## src/rtl/interrupt_servicer_pkg.sv

```systemverilog
// -----------------------------------------------------------------------------
// PKG_pwm: shared definitions for the PWM / interrupt slice.
//   PWM_WIDTH       - number of interrupt sources (one per PWM channel)
//   IRQ_ID_W        - width of an index into the source vector
//   irq_srv_state_t - interrupt servicer FSM states
// -----------------------------------------------------------------------------
package PKG_pwm;

    localparam int unsigned PWM_WIDTH = 8;
    localparam int unsigned IRQ_ID_W  = $clog2(PWM_WIDTH);

    typedef enum logic [2:0] {
        IDLE,
        PRESENT,
        ACK,
        SPUR,
        HOLDOFF
    } irq_srv_state_t;

endpackage

```

## src/rtl/interrupt_servicer_if.sv

```systemverilog
// -----------------------------------------------------------------------------
// interrupt_servicer_if: bundle between the interrupt matrix / CPU side and
// the interrupt servicer.
//   interrupt_in  - raw interrupt sources (same vector as the matrix input)
//   interrupt_req - level request from the interrupt matrix
//   cpu_ack       - one-cycle "vector consumed" pulse from the CPU
//   irq_vld       - a serviced vector is being presented
//   irq_id        - index of the presented source
//   irq_pending   - sticky pending bits
//   int_ack       - one-cycle acknowledge pulse to the interrupt matrix
//   spurious_cnt  - saturating count of requests with nothing pending
// master = matrix/CPU side, slave = servicer.
// -----------------------------------------------------------------------------
interface interrupt_servicer_if;
    import PKG_pwm::*;

    logic [PWM_WIDTH-1:0] interrupt_in;
    logic                 interrupt_req;
    logic                 cpu_ack;
    logic                 irq_vld;
    logic [IRQ_ID_W-1:0]  irq_id;
    logic [PWM_WIDTH-1:0] irq_pending;
    logic                 int_ack;
    logic [7:0]           spurious_cnt;

    modport master (
        output interrupt_in, interrupt_req, cpu_ack,
        input  irq_vld, irq_id, irq_pending, int_ack, spurious_cnt
    );

    modport slave (
        input  interrupt_in, interrupt_req, cpu_ack,
        output irq_vld, irq_id, irq_pending, int_ack, spurious_cnt
    );

endinterface

```

## src/rtl/interrupt_servicer_prio_enc.sv

```systemverilog
// -----------------------------------------------------------------------------
// irq_prio_enc: combinational priority encoder, index 0 is highest priority.
//   req_vec - request bits (any number may be set)
//   idx     - index of the lowest set bit (0 when none set)
//   found   - at least one bit of req_vec is set
// -----------------------------------------------------------------------------
module irq_prio_enc
    import PKG_pwm::*;
(
    input  logic [PWM_WIDTH-1:0] req_vec,
    output logic [IRQ_ID_W-1:0]  idx,
    output logic                 found
);

    always_comb begin
        idx   = '0;
        found = 1'b0;
        for (int unsigned i = 0; i < PWM_WIDTH; i++) begin
            if (!found && req_vec[i]) begin
                found = 1'b1;
                idx   = IRQ_ID_W'(i);
            end
        end
    end

endmodule

```

## src/rtl/interrupt_servicer.sv

```systemverilog
// -----------------------------------------------------------------------------
// interrupt_servicer: captures rising edges of the interrupt sources into
// sticky pending bits, presents the highest-priority pending source to the
// CPU, acknowledges the interrupt matrix once the CPU consumes the vector,
// then holds off for HOLDOFF_CYCLES before accepting another request.
// Requests with nothing pending are acknowledged and counted as spurious.
//   clk   - rising-edge clock
//   reset - asynchronous, active-high reset
//   bus   - interrupt_servicer_if slave modport (see interface header)
// Parameter HOLDOFF_CYCLES: idle cycles after each int_ack, legal 1..255.
// -----------------------------------------------------------------------------
module interrupt_servicer
    import PKG_pwm::*;
#(
    parameter int unsigned HOLDOFF_CYCLES = 4
)
(
    input  logic                 clk,
    input  logic                 reset,
    interrupt_servicer_if.slave  bus
);

    irq_srv_state_t       state, state_next;

    logic [PWM_WIDTH-1:0] in_q;
    logic                 edge_armed;
    logic [PWM_WIDTH-1:0] pending;
    logic [IRQ_ID_W-1:0]  id_q;
    logic [7:0]           hold_cnt;
    logic [7:0]           spur_cnt;

    logic [PWM_WIDTH-1:0] rise;
    logic [PWM_WIDTH-1:0] clr_mask;
    logic [IRQ_ID_W-1:0]  prio_idx;
    logic                 prio_found;
    logic                 load_id;
    logic                 irq_vld_c;
    logic                 int_ack_c;

    irq_prio_enc u_prio (
        .req_vec (pending),
        .idx     (prio_idx),
        .found   (prio_found)
    );

    // edge_armed keeps a level already present at reset release from
    // looking like an edge before in_q has captured it once.
    assign rise = bus.interrupt_in & ~in_q & {PWM_WIDTH{edge_armed}};

    always_comb begin
        clr_mask = '0;
        if (state == ACK) begin
            clr_mask[id_q] = 1'b1;
        end
    end

    always_ff @(posedge clk or posedge reset) begin
        if (reset) begin
            state <= IDLE;
        end else begin
            state <= state_next;
        end
    end

    always_comb begin
        state_next = state;
        load_id    = 1'b0;
        irq_vld_c  = 1'b0;
        int_ack_c  = 1'b0;
        case (state)
            IDLE: begin
                if (bus.interrupt_req) begin
                    if (prio_found) begin
                        load_id    = 1'b1;
                        state_next = PRESENT;
                    end else begin
                        state_next = SPUR;
                    end
                end
            end
            PRESENT: begin
                irq_vld_c = 1'b1;
                if (bus.cpu_ack) begin
                    state_next = ACK;
                end
            end
            ACK, SPUR: begin
                int_ack_c  = 1'b1;
                state_next = HOLDOFF;
            end
            HOLDOFF: begin
                if (hold_cnt <= 8'd1) begin
                    state_next = IDLE;
                end
            end
            default: state_next = IDLE;
        endcase
    end

    always_ff @(posedge clk or posedge reset) begin
        if (reset) begin
            in_q       <= '0;
            edge_armed <= 1'b0;
            pending    <= '0;
            id_q       <= '0;
            hold_cnt   <= '0;
            spur_cnt   <= '0;
        end else begin
            in_q       <= bus.interrupt_in;
            edge_armed <= 1'b1;
            // OR-ing rise after the clear lets a fresh edge win over the ACK clear.
            pending    <= (pending & ~clr_mask) | rise;
            if (load_id) begin
                id_q <= prio_idx;
            end
            if (state == ACK || state == SPUR) begin
                hold_cnt <= 8'(HOLDOFF_CYCLES);
            end else if (state == HOLDOFF && hold_cnt != 8'd0) begin
                hold_cnt <= hold_cnt - 8'd1;
            end
            if (state == SPUR && spur_cnt != 8'hFF) begin
                spur_cnt <= spur_cnt + 8'd1;
            end
        end
    end

    assign bus.irq_vld      = irq_vld_c;
    assign bus.int_ack      = int_ack_c;
    assign bus.irq_id       = id_q;
    assign bus.irq_pending  = pending;
    assign bus.spurious_cnt = spur_cnt;

endmodule
```

## src/flat_wrapper.sv

```systemverilog
// flat-port wrapper written by rule: the top's interface ports become plain ports
module interrupt_servicer_flat import PKG_pwm::*;
#(
    parameter int unsigned HOLDOFF_CYCLES = 4
)
  (clk, reset, bus_interrupt_in, bus_interrupt_req, bus_cpu_ack, bus_irq_vld, bus_irq_id, bus_irq_pending, bus_int_ack, bus_spurious_cnt);
  interrupt_servicer_if bus_i ();
  input  logic clk;
  input  logic reset;
  input wire logic [$bits(bus_i.interrupt_in)-1:0] bus_interrupt_in;
  input wire logic [$bits(bus_i.interrupt_req)-1:0] bus_interrupt_req;
  input wire logic [$bits(bus_i.cpu_ack)-1:0] bus_cpu_ack;
  output wire logic [$bits(bus_i.irq_vld)-1:0] bus_irq_vld;
  output wire logic [$bits(bus_i.irq_id)-1:0] bus_irq_id;
  output wire logic [$bits(bus_i.irq_pending)-1:0] bus_irq_pending;
  output wire logic [$bits(bus_i.int_ack)-1:0] bus_int_ack;
  output wire logic [$bits(bus_i.spurious_cnt)-1:0] bus_spurious_cnt;
  assign bus_i.interrupt_in = bus_interrupt_in;
  assign bus_i.interrupt_req = bus_interrupt_req;
  assign bus_i.cpu_ack = bus_cpu_ack;
  assign bus_irq_vld = bus_i.irq_vld;
  assign bus_irq_id = bus_i.irq_id;
  assign bus_irq_pending = bus_i.irq_pending;
  assign bus_int_ack = bus_i.int_ack;
  assign bus_spurious_cnt = bus_i.spurious_cnt;
  interrupt_servicer #(.HOLDOFF_CYCLES(HOLDOFF_CYCLES)) u_core (.clk(clk), .reset(reset), .bus(bus_i));
endmodule
```

## config.mk

```make
export PLATFORM = sky130hd
export DESIGN_NAME = interrupt_servicer_flat
export DESIGN_NICKNAME = d
export VERILOG_FILES = /design/src/rtl/interrupt_servicer_pkg.sv /design/src/rtl/interrupt_servicer_if.sv /design/src/rtl/interrupt_servicer_prio_enc.sv /design/src/rtl/interrupt_servicer.sv /design/src/flat_wrapper.sv
export SDC_FILE = /design/constraint.sdc
export NUM_CORES = 1
export LEC_CHECK = 0
export CORE_MARGIN = 1
export CORE_UTILIZATION = 50
export DETAILED_ROUTE_END_ITERATION = 8
export PLACE_DENSITY = 0.77
export SYNTH_ARGS = -nofsm -noshare
export SYNTH_HDL_FRONTEND = slang
export SYNTH_SLANG_ARGS = --single-unit
```

## constraint.sdc

```tcl
create_clock -name clk -period 1.75 [get_ports clk]
set_input_delay 0.175 -clock clk [delete_from_list [all_inputs] [get_ports clk]]
set_output_delay 0.175 -clock clk [all_outputs]
set_load 0.03 [all_outputs]
```

Word-level counts from Yosys, hierarchy flattened
Cells that the tools add are included.

word-level totals
  output and inout port bits = 21
  bits in registers = 39
  input port bits = 12
  word-level logic and storage cells = 79

cells by class
  bitwise operators = 6
  add/subtract/negate cells = 2
  $lt $le $gt $ge = 3
  equality and inequality tests = 8
  muxes and demuxes = 30
  reduce and logical (&&, ||, !) cells = 23

operators with widths
  kind                                                         number
  2-to-1 mux 3 bit                                             9
  bitwise AND 8 bit                                            3
  2-to-1 mux 8 bit                                             3
  inverter 8 bit                                               2
  2-to-1 mux 1 bit                                             15
  case mux 3 bit (4 select lines)                              1
  logical AND 1 bit                                            10
  adder 8 x 1 -> 8 bit (second input constant)                 1
  <= comparator 8 x 1 -> 1 bit (second input constant)         1
  != test 8 bit (second input constant)                        1
  bitwise OR 8 bit                                             1
  nonzero test 8 bit                                           1
  subtractor 8 x 1 -> 8 bit (second input constant)            1
  zero test 1 bit                                              7
  == test 3 x 2 -> 1 bit (second input constant)               2
  less-than comparator 3 x 4 -> 1 bit (second input constant)  1
  != test 2 bit (second input constant)                        2
  demux 1 bit (select 3 bit)                                   1
  == test 3 x 1 -> 1 bit (second input constant)               1
  == test 3 bit (second input constant)                        1
  >= comparator 3 x 1 -> 1 bit (second input constant)         1
  zero test 3 bit                                              1
  AND reduction 3 bit                                          1
  2-to-1 mux 2 bit                                             1
  4 further kinds                                              4

Depth between registers and ports, before layout
Gate-level depths: netlist of run 1.

  depth in word-level cells = 25
  gate-level depth with buffers = 6
  gate-level depth less buffers = 6

By module
Synthesis of run 1 repeated with hierarchy kept, for this count alone.

second synthesis, totals
  cells, all modules = 174
  area total of the unflattened synthesis = 1859.3 µm²

modules (own cells, without submodules)
  module              sequential area each (µm²)  cells an instance  times used  area an instance (µm²)
  interrupt_servicer  975.9                       160                1           1776.7
  irq_prio_enc        0.0                         14                 1           82.6

Worst setup path before layout of run 1
No wires, ideal clock.

  path kind = register to register
  from = reg u_core.state[2]
  to = reg u_core.spur_cnt[4] (netlist: u_core.bus.spurious_cnt[4])
  period minus slack after synthesis = 1.645 ns
  slack = 0.105 ns
  data required time = 1.615 ns
  cell stages (with the launch flop) = 6
  buffers on the path = 0
  library setup time = 0.135 ns
  data arrival time = 1.509 ns
  cell sequence = dfrtp_1 nand2b_1 clkinv_1 o211ai_2 or3_1 xnor2_1

between the ends
  cells in the longest elaborated chain, start to end = 2

RTL lines
  what                      RTL line                   RTL
  start: declaration        interrupt_servicer.sv:23   irq_srv_state_t state, state_next;
  start signal: assignment  interrupt_servicer.sv:61   state <= state_next;
  == test 3 x 2 -> 1 bit    interrupt_servicer.sv:121  if (state == SPUR && spur_cnt != 8'hFF) begin
  logical AND 1 bit         interrupt_servicer.sv:121
  end signal: assignment    interrupt_servicer.sv:122  spur_cnt <= spur_cnt + 8'd1;
  end: declaration          interrupt_servicer.sv:30   logic [7:0] spur_cnt;

Every way passes these cells.
A chain may end at the register's enable or synchronous reset.

Worst setup path in the final report of run 1
  from = reg u_core.pending[2] (netlist: u_core.bus.irq_pending[2])
  to = out bus_irq_pending[2]

RTL lines
  what                      RTL line                   RTL
  start: declaration        interrupt_servicer.sv:27   logic [PWM_WIDTH-1:0] pending;
  start signal: assignment  interrupt_servicer.sv:112  pending <= (pending & ~clr_mask) | rise;
  end: declaration          flat_wrapper.sv:15         output wire logic [$bits(bus_i.irq_pending)-1:0] bus_irq_pending;

No word-level cell between the ends.

==> results.yml, run 1 <==
outcome:
  status: "completed"
die:
  dieArea_um2: 3762
  core_um2: 3363
  die_w_um: 61.34
  row_count: 21
  start_util_pct: 52.34
  ios: 33
  die_y_um: 61.34
detailed_routing:
  drtAntennaViolNets: 0
  drt_wl_total_um: 3355
  wl_met1_um: 1511
  post_drt_wl_per_cell_um: 13.26
  dr.pass1.iters: 4
  dr_wl_met3_um: 135
  drcViolationCount: 0
  vias: 1340
  top_layer: "met4"
  drt_iter0_drc: 67
  via_per_inst: 5.296
  dr_wl_met2_um: 1646
timing:
  period_needed_ps: 1658
  timing.hold.ws_ps: 232.0
  fmax_mhz: 603.3
  setup_viol: 0
  drv_slew: 0
  hold_violations: 0
  fin_crit_sh_pct: 94.71
  rsz0062_at_grt: "no"
  finClkSkew_ps: 12.11
synthesis:
  synth_compound_area_share_pct: 8.955
  synth-async-reset-ratio_pct: 100.0
  synth_top_family_by_area: "simple AND/OR/NAND/NOR gates"
  synthesis.area_um2: 1760
  synth_fa_ha_area_share_pct: 2.843
  muxShareOfSynthArea_pct: 2.985
  synthXorXnorAreaFrac_pct: 5.473
  ys_seq_area_share_pct: 55.44
  synth_edf_count: 0
  synth.distinct_cells: 38
  syn_nets: 181
  yosys.area_share.simple_pct: 20.61
  yosys_warnings: 0
  synthCells: 165
  synthFlopType: "dfrtp_1"
  avgSynthCellArea_um2: 10.67
  ys_ff_latch: 39
global_route:
  grt_pass1_wl_um: 5616
  antenna_found_initial: 0
  grt_pass1_vias: 1295
  grt_max_degree: 40
  track_usage_pct: 21.00
  overflow: 0
power:
  ir_drop_mv: 0.7096
  p_per_area_nw_per_um2: 1397
  power_uw: 3131
  p_leak_uw: 0.0009894
finish:
  nFillCells: 305
  mostFrequentLayoutCell: "dfrtp_1"
  utilization_pct: 66.63
  nets: 222
  regArea_um2: 975.9
  final_area_um2: 2241
  final_cell_mix: "dfrtp_1, clkdlybuf4s50_1, nand2_1, nor2_1"
  area_delta_synth_final_pct: 27.29
  antenna_cells: 0
  layout-drive-gt1-share_pct: 10.63
  instances_no_fill: 253
  multi_input_area_um2: 737.0
worst_setup_path:
  critPathKind: "flop to primary output"
  crit_chain: "clkdlybuf4s50_1"
  cp_top_family: "buffers and inverters"
  slowest_stage: "clkdlybuf4s50_1"
  cp_data_required_time_ps: 1570
  cp.arrival_ps: 1480
  path_max_fanout: 6
  path_buf_inv: 1
  start_kind: "flop"
  endpoint_kind: "primary output"
  cpPeakStageDelay_ps: 700
place:
  place_congestion: 0.8473
  dp.cells: 245
  post_dp_cell_area_um2: 2156
  portBuffers: 32
  dp_hpwl_um: 2521
clock_network:
  cts_tree: "built"
  clock-sinks: 39
  clkTransAtPathRegs_ps: 110
  cts_max_level: 2
  insertion_delay_ps: 350
  cts-root-buf: "clkbuf_4"
  cts_buffers: 5
  max-clock-path-buffers: 2
worst_hold_path:
  hold_class: "input port to asynchronous set/reset pin"
flow_run:
  maxCapViolations: 0
## worst reg2reg max path: cells and delay by family, from the launching register on
family	cells	cell delay [ps]
multiplexers	1	120
AND/OR/NAND/NOR	3	990
flip-flops	1	430
## report_power, final
part	internal [µW]	total [µW]	switching, µW
Sequential	1100	1340	236
Clock	236	515	279
Combinational	570	1280	708
## repair_timing
action	in CTS	in global routing
resized for setup	3	4
setup endpoints to repair	3	4
buffers inserted	0	0
hold buffers	0	0
cloned	0	0
pin swaps	0	1
## per-layer routing
layer	track usage (%)	up-vias
met5	0	-
met4	7.619	0
met3	5.672	7
met2	34.94	28
met1	26.47	653
li1	-	652
## per-stage QoR
| step | worst slack [ps] | setup TNS [ps] |
|---|---|---|
| after floorplan | 105.3 | 0 |
| after detailed placement | -12.60 | -12.60 |
| after global placement | 146.0 | 0 |
| after CTS | 16.58 | 0 |
| after global routing | 2.805 | 0 |
| final | 92.49 | 0 |
## cell usage after synthesis, drive strengths merged, types with 2 or more instances
cell	instances	share of area, %
nor4	2	0.71
nand3	4	1.1
mux2i	3	1.7
nor2	13	2.8
o31ai	2	0.85
ha	4	2.8
nor4b	2	1.7
nand2b	3	1.1
xor2	3	1.5
o21ai	9	2.6
or3	5	1.8
dfrtp	39	55
a21oi	4	1.1
mux2	2	1.3
xnor2	8	4.0
a211oi	2	0.85
nand2	18	3.8
nor3	7	2.0
buf	3	1.1
inv	10	2.1
nand3b	8	3.4
## layout make-up
| type | count | area share [%] |
|---|---|---|
| clock buffer | 8 | 3.071 |
| timing repair buffer | 37 | 16.08 |
| multi-input combinational | 112 | 32.89 |
| tap | 46 | 2.568 |
| sequential | 39 | 43.55 |
| inverter | 11 | 1.843 |
## flip-flops by register name, indices dropped and copies added, names as in the netlist
register / count
u_core.state: 3
u_core.hold_cnt: 8
u_core.in_q: 8
u_core.edge_armed: 1
u_core.bus.irq_pending: 8
u_core.bus.spurious_cnt: 8
u_core.bus.irq_id: 3
## final timing paths
| check | from | end | slack, ps | cells past startpoint |
|---|---|---|---|---|
| max | u_core.bus.irq_pending[2]$_DFF_PP0_ | bus_irq_pending[2] | 90 | 1 |
| min | reset | u_core.hold_cnt[0]$_DFFE_PP0P_ | 230 | 3 |
| max reg2reg | u_core.state[1]$_DFFE_PP0P_ | u_core.hold_cnt[7]$_DFFE_PP0P_ | 110 | 4 |
| min reg2reg | u_core.in_q[6]$_DFF_PP0_ | u_core.bus.irq_pending[6]$_DFF_PP0_ | 440 | 1 |
| max in group asynchronous | reset | u_core.hold_cnt[1]$_DFFE_PP0P_ | 1190 | 3 |
| min in group clk | bus_interrupt_in[6] | u_core.in_q[6]$_DFF_PP0_ | 290 | 1 |
## cell families (layout without fill, tap and decap cells)
logic type	after synthesis	after routing
other	1	1
XOR/XNOR	11	11
adder cells (fa/ha/maj)	4	4
buffers and inverters	14	56
multiplexers	5	5
AO/OA/AOI/OAI	24	24
AND/OR/NAND/NOR	67	67
flip-flops	39	39
Note: power is estimated with default switching activity, not from simulation.
==> run 2: changes to the inputs <==
Settings changed: PLACE_DENSITY 0.77 to 0.75, SYNTH_HIERARCHICAL set to 1.
==> run 2 against run 1 <==
Net effect: core utilization increased by 2.7 points; highest routed layer unchanged; clock skew decreased by 5.0 ps; via count is 9.6% higher; critical endpoint is now bus_int_ack; critical path depth grew 3; wire length up 14%; die area up 5.4%.
==> results.yml, run 2 <==
synthesis:
  synthTopCellsByCount: "dfrtp_1, nand2_1, nor2_1"
  syn_nets: 190
  synth-async-reset-ratio_pct: 100.0
  synth_top_cell_by_area: "dfrtp_1"
  ys_seq_area_share_pct: 52.49
  avgSynthCellArea_um2: 10.69
  yosys_warnings: 6
  ys_ff_latch: 39
  synthesis.area_um2: 1859
  synthFlopType: "dfrtp_1"
  synth_top_area_share_pct: 52.49
  synth_edf_count: 0
  synth_area_leaders: "dfrtp_1, nand2_1, mux2i_1, nand3b_1, nor2_1"
  synthCells: 174
  synth.distinct_cells: 46
  yosysMostFrequentCell: "dfrtp_1"
finish:
  antenna_cells: 0
  multi_input_area_um2: 843.3
  regArea_um2: 977.2
  utilization_pct: 69.36
  nFillCells: 271
  instances_no_fill: 263
  layout-drive-gt1-share_pct: 13.82
  area_delta_synth_final_pct: 28.40
  mostFrequentLayoutCell: "dfrtp_1"
  nets: 232
  final_cell_mix: "dfrtp_1, clkdlybuf4s50_1, nand2_1, nor2_1"
worst_setup_path:
  critPathLaunch: "u_core/state[2]$_DFFE_PP0P_"
  path_max_fanout: 8
  critPathKind: "flop to primary output"
  cp.arrival_ps: 1480
  reg2reg_from: "u_core/bus.irq_pending[4]$_DFF_PP0_"
  cp_data_required_time_ps: 1570
  start_kind: "flop"
  endpoint_kind: "primary output"
die:
  core_um2: 3442
  die_y_um: 62.98
  die_w_um: 62.98
  ios: 33
  start_util_pct: 54.02
  row_count: 21
  dieArea_um2: 3966
power:
  ir_drop_mv: 0.8982
  p_clk_share_pct: 22.7
  p_leak_uw: 0.0009982
  power_uw: 3392
  p_sw_share_pct: 37.39
  p_comb_share_pct: 37.2
  p_per_area_nw_per_um2: 1421
  net-switching-power_uw: 1268
  internal_power_uw: 2123
  p_seq_share_pct: 40.1
timing:
  drv_slew: 0
  setup_viol: 0
  tns_ps: 0
  finClkSkew_ps: 7.136
  fin_crit_sh_pct: 94.56
  worst_slack_ps: 95.27
  hold_violations: 0
  fmax_mhz: 604.3
  rsz0062_at_grt: "no"
  period_needed_ps: 1655
global_route:
  grt_max_degree: 40
  antenna_found_initial: 0
  grt_pass1_vias: 1494
  grt_pass1_wl_um: 6796
  track_usage_pct: 22.29
  overflow: 0
place:
  place_congestion: 0.7947
  dpl_worst_slack_ps: 67.48
  portBuffers: 32
  dp_hpwl_um: 2766
  dp.cells: 255
detailed_routing:
  via_per_inst: 5.586
  vias: 1469
  drcViolationCount: 0
  drt_wl_total_um: 3829
  post_drt_wl_per_cell_um: 14.56
  drtAntennaViolNets: 0
  dr.pass1.iters: 4
  drt_iter0_drc: 105
flow_run:
  maxCapViolations: 0
clock_network:
  cts_tree: "built"
  max-clock-path-buffers: 2
  cts-root-buf: "clkbuf_8"
  cts_buffers: 5
  clkTransAtPathRegs_ps: 80
  clock-sinks: 39
  cts_max_level: 2
  insertion_delay_ps: 290
  postCtsSetupBuffers: 0
outcome:
  status: "completed"
worst_hold_path:
  hold_class: "input port to asynchronous set/reset pin"
[run 2: path summary, 6_finish.rpt]
kind	to	depth (start not counted)	slack, ps
setup / recovery	bus_int_ack	4	100
hold / removal	u_core/bus.irq_pending[7]$_DFF_PP0_	3	300
setup reg to reg	u_core/bus.irq_id[0]$_DFFE_PP0P_	5	130
hold reg to reg	u_core/bus.irq_pending[6]$_DFF_PP0_	1	420
max in group asynchronous	u_core/state[2]$_DFFE_PP0P_	3	1090
min in group clk	u_core/in_q[2]$_DFF_PP0_	1	340
[run 2: per-stage QoR]
| stage | hold WS [ps] | cell area (µm²) |
|---|---|---|
| after global placement | 404.0 | 2267 |
| after floorplan | 206.4 | 1859 |
| final | 298.8 | 2387 |
| after global routing | 338.0 | 2387 |
| after detailed placement | 414.5 | 2267 |
| after CTS | 315.6 | 2384 |
[run 2: final cells by class]
cell class / instances / area share, %
Clock inverter: 2 / 1.468
Inverter: 8 / 1.258
Clock buffer: 6 / 3.459
Sequential cell: 39 / 40.93
Multi-Input combinational cell: 124 / 35.32
Tap cell: 46 / 2.411
Timing Repair Buffer: 38 / 15.15
[run 2: routing by layer]
| layer | up-vias | GRT usage, % | share of wire (%) |
|---|---|---|---|
| li1 | 705 | - | - |
| met1 | 712 | 28.33 | 46 |
| met2 | 45 | 36.56 | 48 |
| met3 | 7 | 6.204 | 5.0 |
| met4 | 0 | 6.977 | 1.3 |
| met5 | - | 0 | 0 |
[run 2: power groups by stage]
| stage | clock network, µW | registers (µW) | logic (µW) |
|---|---|---|---|
| final | 769 | 1360 | 1260 |
| after global routing | 822 | 1400 | 1390 |
| after CTS | 785 | 1350 | 1260 |
| after detailed placement | 0 | 1360 | 1260 |
| after global placement | 0 | 1350 | 1230 |
| after floorplan | 0 | 1450 | 711 |
[run 2: worst max-delay path, cell delays in order, from the launching register on]
cell,delay (ps)
dfrtp_2,450
nand2b_2,250
inv_2,140
buf_4,180
buf_4,170
[run 2: cell families (layout without fill, tap and decap cells)]
family	count (synthesis)	after routing	synth area share (%)
xor+xnor	5	5	2.355
compound gates	25	25	8.614
mux	11	11	6.258
simple gates	78	78	25.10
flops	39	39	52.49
other cells	1	1	0.2017
buf+inv	11	54	2.287
fa+ha+maj	4	4	2.692
[run 2: repair_timing]
action / CTS / global route
endpoints found under the setup margin: 1 / 1
hold buffers: 0 / 0
resized for setup: 1 / 2
